<file path="src/rtl/word_ser_tx.sv">
// Word serializer: frames a DW-bit word as start(0), data MSB first,
// optional even parity, stop(1), with each bit held for DIV clocks.
module word_ser_tx #(
    parameter int DW        = 16,
    parameter int DIV       = 4,
    parameter int PARITY_EN = 1
) (
    input  logic          clk,
    input  logic          rst,
    input  logic          i_vld,
    input  logic [DW-1:0] i_dat,
    output logic          o_rdy,
    output logic          o_sdo,
    output logic          o_busy,
    output logic          o_done
);
    localparam int DVW = (DIV > 1) ? $clog2(DIV) : 1;
    localparam int BW  = $clog2(DW);
    localparam logic [DVW-1:0] DIV_LAST = DVW'(DIV - 1);
    localparam logic [BW-1:0]  BIT_LAST = BW'(DW - 1);

    typedef enum logic [2:0] {
        IDLE,
        START,
        DATA,
        PARITY,
        STOP
    } state_t;

    state_t          state_q, state_d;
    logic [DVW-1:0]  div_q, div_d;
    logic [BW-1:0]   bit_q, bit_d;
    logic [DW-1:0]   sh_q, sh_d;
    logic            par_q, par_d;
    logic            sdo_q, sdo_d;
    logic            done_q, done_d;
    logic            div_last;

    always_comb begin
        state_d  = state_q;
        div_d    = div_q;
        bit_d    = bit_q;
        sh_d     = sh_q;
        par_d    = par_q;
        div_last = (div_q == DIV_LAST);

        case (state_q)
            IDLE: begin
                if (i_vld) begin
                    state_d = START;
                    div_d   = '0;
                    bit_d   = '0;
                    sh_d    = i_dat;
                    par_d   = ^i_dat;
                end
            end
            START: begin
                if (div_last) begin
                    state_d = DATA;
                    div_d   = '0;
                    bit_d   = '0;
                end else begin
                    div_d = div_q + 1'b1;
                end
            end
            DATA: begin
                if (div_last) begin
                    div_d = '0;
                    if (bit_q == BIT_LAST) begin
                        state_d = (PARITY_EN != 0) ? PARITY : STOP;
                        bit_d   = '0;
                    end else begin
                        bit_d = bit_q + 1'b1;
                        sh_d  = {sh_q[DW-2:0], 1'b0};
                    end
                end else begin
                    div_d = div_q + 1'b1;
                end
            end
            PARITY: begin
                if (div_last) begin
                    state_d = STOP;
                    div_d   = '0;
                end else begin
                    div_d = div_q + 1'b1;
                end
            end
            STOP: begin
                if (div_last) begin
                    state_d = IDLE;
                    div_d   = '0;
                end else begin
                    div_d = div_q + 1'b1;
                end
            end
            default: begin
                state_d = IDLE;
                div_d   = '0;
                bit_d   = '0;
            end
        endcase
    end

    // Line level and done pulse are decoded from the next state so that the
    // registered outputs line up with the state they belong to.
    always_comb begin
        sdo_d = 1'b1;
        case (state_d)
            START:   sdo_d = 1'b0;
            DATA:    sdo_d = sh_d[DW-1];
            PARITY:  sdo_d = par_d;
            default: sdo_d = 1'b1;
        endcase
        done_d = (state_d == STOP) && (div_d == DIV_LAST);
    end

    always_ff @(posedge clk or posedge rst) begin
        if (rst) begin
            state_q <= IDLE;
            div_q   <= '0;
            bit_q   <= '0;
            sh_q    <= '0;
            par_q   <= 1'b0;
            sdo_q   <= 1'b1;
            done_q  <= 1'b0;
        end else begin
            state_q <= state_d;
            div_q   <= div_d;
            bit_q   <= bit_d;
            sh_q    <= sh_d;
            par_q   <= par_d;
            sdo_q   <= sdo_d;
            done_q  <= done_d;
        end
    end

    assign o_rdy  = (state_q == IDLE);
    assign o_busy = ~o_rdy;
    assign o_sdo  = sdo_q;
    assign o_done = done_q;
endmodule

</file>
<file path="config.mk">
export PLATFORM = sky130hd
export DESIGN_NAME = word_ser_tx
export DESIGN_NICKNAME = d
export VERILOG_FILES = /design/src/rtl/word_ser_tx.sv
export SDC_FILE = /design/constraint.sdc
export NUM_CORES = 1
export LEC_CHECK = 0
export ABC_AREA = 1
export CAP_MARGIN = 5
export CORE_UTILIZATION = 35
export CTS_BUF_LIST = sky130_fd_sc_hd__clkbuf_16
export DETAILED_ROUTE_END_ITERATION = 12
export GPL_TIMING_DRIVEN = 0
export PLACE_DENSITY = 0.63
export SETUP_SLACK_MARGIN = 0.4
export SKIP_LAST_GASP = 1
export SYNTH_ARGS = -nofsm -noshare
export SYNTH_HDL_FRONTEND = slang
export SYNTH_SLANG_ARGS = --single-unit
</file>
<file path="constraint.sdc">
create_clock -name clk -period 2.1 [get_ports clk]
set_input_delay 0.42 -clock clk [delete_from_list [all_inputs] [get_ports clk]]
set_output_delay 0.42 -clock clk [all_outputs]
set_load 0.1 [all_outputs]
</file>
==> reports/results.ini <==
[power_and_ir_drop]
irDropWorstVdd_v=0.0002700
p_per_area_nw_per_um2=487.4
power.leakage_nw=1.286
fin_total_pwr_mw=1.104

[route]
finalWirelength_um=3576
drc=0
vias=1630
drt_iter0_drc=71
avgViaCountPerCell=4.540
ant_nets=0
wl_per_cell_um=9.961
firstDrtPassIters=4

[global_route]
antenna_found_initial=0
gr-usage-all-layers_pct=14.40
globalRouteOverflowTotal=0
grt_start_max_net_pins=29
first_pass_grt_wire_length_um=6009
first_global_vias=1446

[clock_network]
clock_latency_reported_for_the_late_side_of_the_worst_skew_pair_ps=260
tritoncts=yes
cts-hold-fix-buffers=0
cts-buffers-inserted=3
cts-htree-levels=1
cts.reportedPaths.clkPinSlew_ps=60
clock-root-buffer=clkbuf_16
cts_num_sinks=28
clock_tree.buffer_depth=2

[finish]
finalNetCount=314
layout-area-overhead-vs-synth_pct=27.45
most_frequent_cells_in_the_layout=nand2_1, inv_1, dfrtp_1
antenna-diode-count=0
stdcell_area_um2=2266
fraction_of_layout_instances_using_a_drive_strength_above_1_pct=15.07
most_frequent_standard_cell_in_the_layout_excluding_fill_and_tap_cells=nand2_1
layout.area.seq_um2=705.7
multi_input_area_um2=917.1
final_util_pct=47.04
fill_cells=498

[setup_path]
timing.critical_path.required_ps=1680
critical_path_class=reg2out
worstSetupEndpointType=output pin
arrival_ps=1280
crit_fanout=5
critical_path.startpoint_type=register

[sta]
period_minus_slack_ps=1696
max_clock_freq_mhz=589.8
clock-skew-final_ps=3.182
finalHoldViolations=0
slew_violations=0
finalSetupViolCount=0
worst-slew-pin-transition_ps=598.2
post-route-period-util_pct=80.74
setup_tns_ps=0
max_slew_margin_pct=60.03
setup_repair_after_global_routing_missed_its_margin=yes

[synthesis]
netlist-cell-type-count=30
synth.cell_area_um2=1778
post_synth.cell_area_avg_um2=6.918
synthesis.instances=257
yosysWarnings=0
yosys_register_bits=28
postSynth.asyncResetShare_pct=100.0
yosys_most_used_dff=dfrtp_1
synth.yosys.seq_area_share_pct=39.48
number_of_synthesized_flops_with_an_enable_pin=0
synth_nets=278

[floorplanning]
core-area_um2=4817
dieArea_um2=5369
die_w_um=73.28
die_outline_height_um=73.28
placementRows=25
start_util_pct=36.91
io_pins=23

[placed_design]
io_buffers=22
globalplace.congestion=0.7291
detailed_place.area_um2=2086
hpwl_um=2671

[run]
max_cap_viol_count=0

[status]
outcome=complete, no violations

[hold_path]
class_of_the_tightest_hold_or_removal_check=reg2reg

==> cell type report <==
cell class / count / share of cell area (%)
Clock inverter: 1 / 0.1657
Inverter: 39 / 6.847
Sequential cell: 28 / 31.14
Timing Repair Buffer: 31 / 13.14
Multi-Input combinational cell: 187 / 40.47
Clock buffer: 3 / 3.313
Tap cell: 67 / 3.700
Buffer: 3 / 1.215
==> critical path: stages (launching register included) <==
cell and delay (ps):
dfrtp_2 420, nor3_4 320, buf_6 280
==> per-layer routing <==
layer,GRT usage [%],vias up,wire [um]
met2,25.72,20,1651
li1,-,871,-
met5,0,-,0
met1,18.35,735,1813
met4,3.922,0,29
met3,1.646,4,81
==> state kept, by name, indices dropped and copies added (netlist names) <==
signal / cells
par_q: 1
bit_q: 4
div_q: 2
o_sdo: 1
o_done: 1
sh_q: 16
state_q: 3
==> power breakdown <==
group / internal [mW] / switching, mW
logic: 0.0599 / 0.0811
registers: 0.539 / 0
clock network: 0.255 / 0.169
total: 0.854 / 0.250
==> timing repair <==
item | CTS | global route
setup buffers | 5 | 4
endpoints found under the setup margin | 15 | 17
hold endpoints to repair | 0 | 0
gates resized for setup | 25 | 11
pin swaps | 2 | 7
==> worst paths after layout <==
check                                            end  slack [ps]  cells after the start            startpoint
min in group asynchronous       bit_q[3]$_DFFE_PP0P_         570                      2                   rst
worst max-delay path                           o_rdy         400                      2  state_q[0]$_DFF_PP0_
worst max register to register  bit_q[1]$_DFFE_PP0P_         540                      9  state_q[2]$_DFF_PP0_
worst min-delay path             sh_q[6]$_DFFE_PP0P_         470                      2   sh_q[6]$_DFFE_PP0P_
worst min register to register   sh_q[6]$_DFFE_PP0P_         470                      2   sh_q[6]$_DFFE_PP0P_
max in group asynchronous       state_q[1]$_DFF_PP0_        1160                      2                   rst
==> cell usage after synthesis (2+ instances only) <==
library cell	count	area (um^2)
a22oi_1	15	112.6
buf_6	2	22.52
nor3_1	5	25.02
nand2_1	117	439.2
o21ai_0	4	20.02
inv_1	35	131.4
dfrtp_1	27	675.7
nand3_1	8	40.04
o21ai_1	2	10.01
xnor2_1	2	17.52
nor2_1	16	60.06
inv_2	3	11.26
ha_1	2	25.02
nand2_2	3	18.77
==> metrics by stage <==
stage          setup slack [ps]  hold WS, ps  instances
5_1_grt                   357.8        501.1        359
6_report                  404.4        470.6        359
4_1_cts                   403.9        476.7        355
2_1_floorplan            -510.1        442.2        257
3_3_place_gp             -399.1        454.7        346
3_5_place_dp             -401.0        460.1        346
==> kinds of logic (layout without fill, tap and decap cells) <==
kind of cell    after synthesis  count (layout)  synth area share, %
compound gates               28              28                11.68
xor+xnor                      3               3                1.478
fa+ha+maj                     2               2                1.407
buf+inv                      42              77                9.923
flops                        28              28                39.48
simple gates                154             154                36.03
Power figures use the tool's default switching activity.
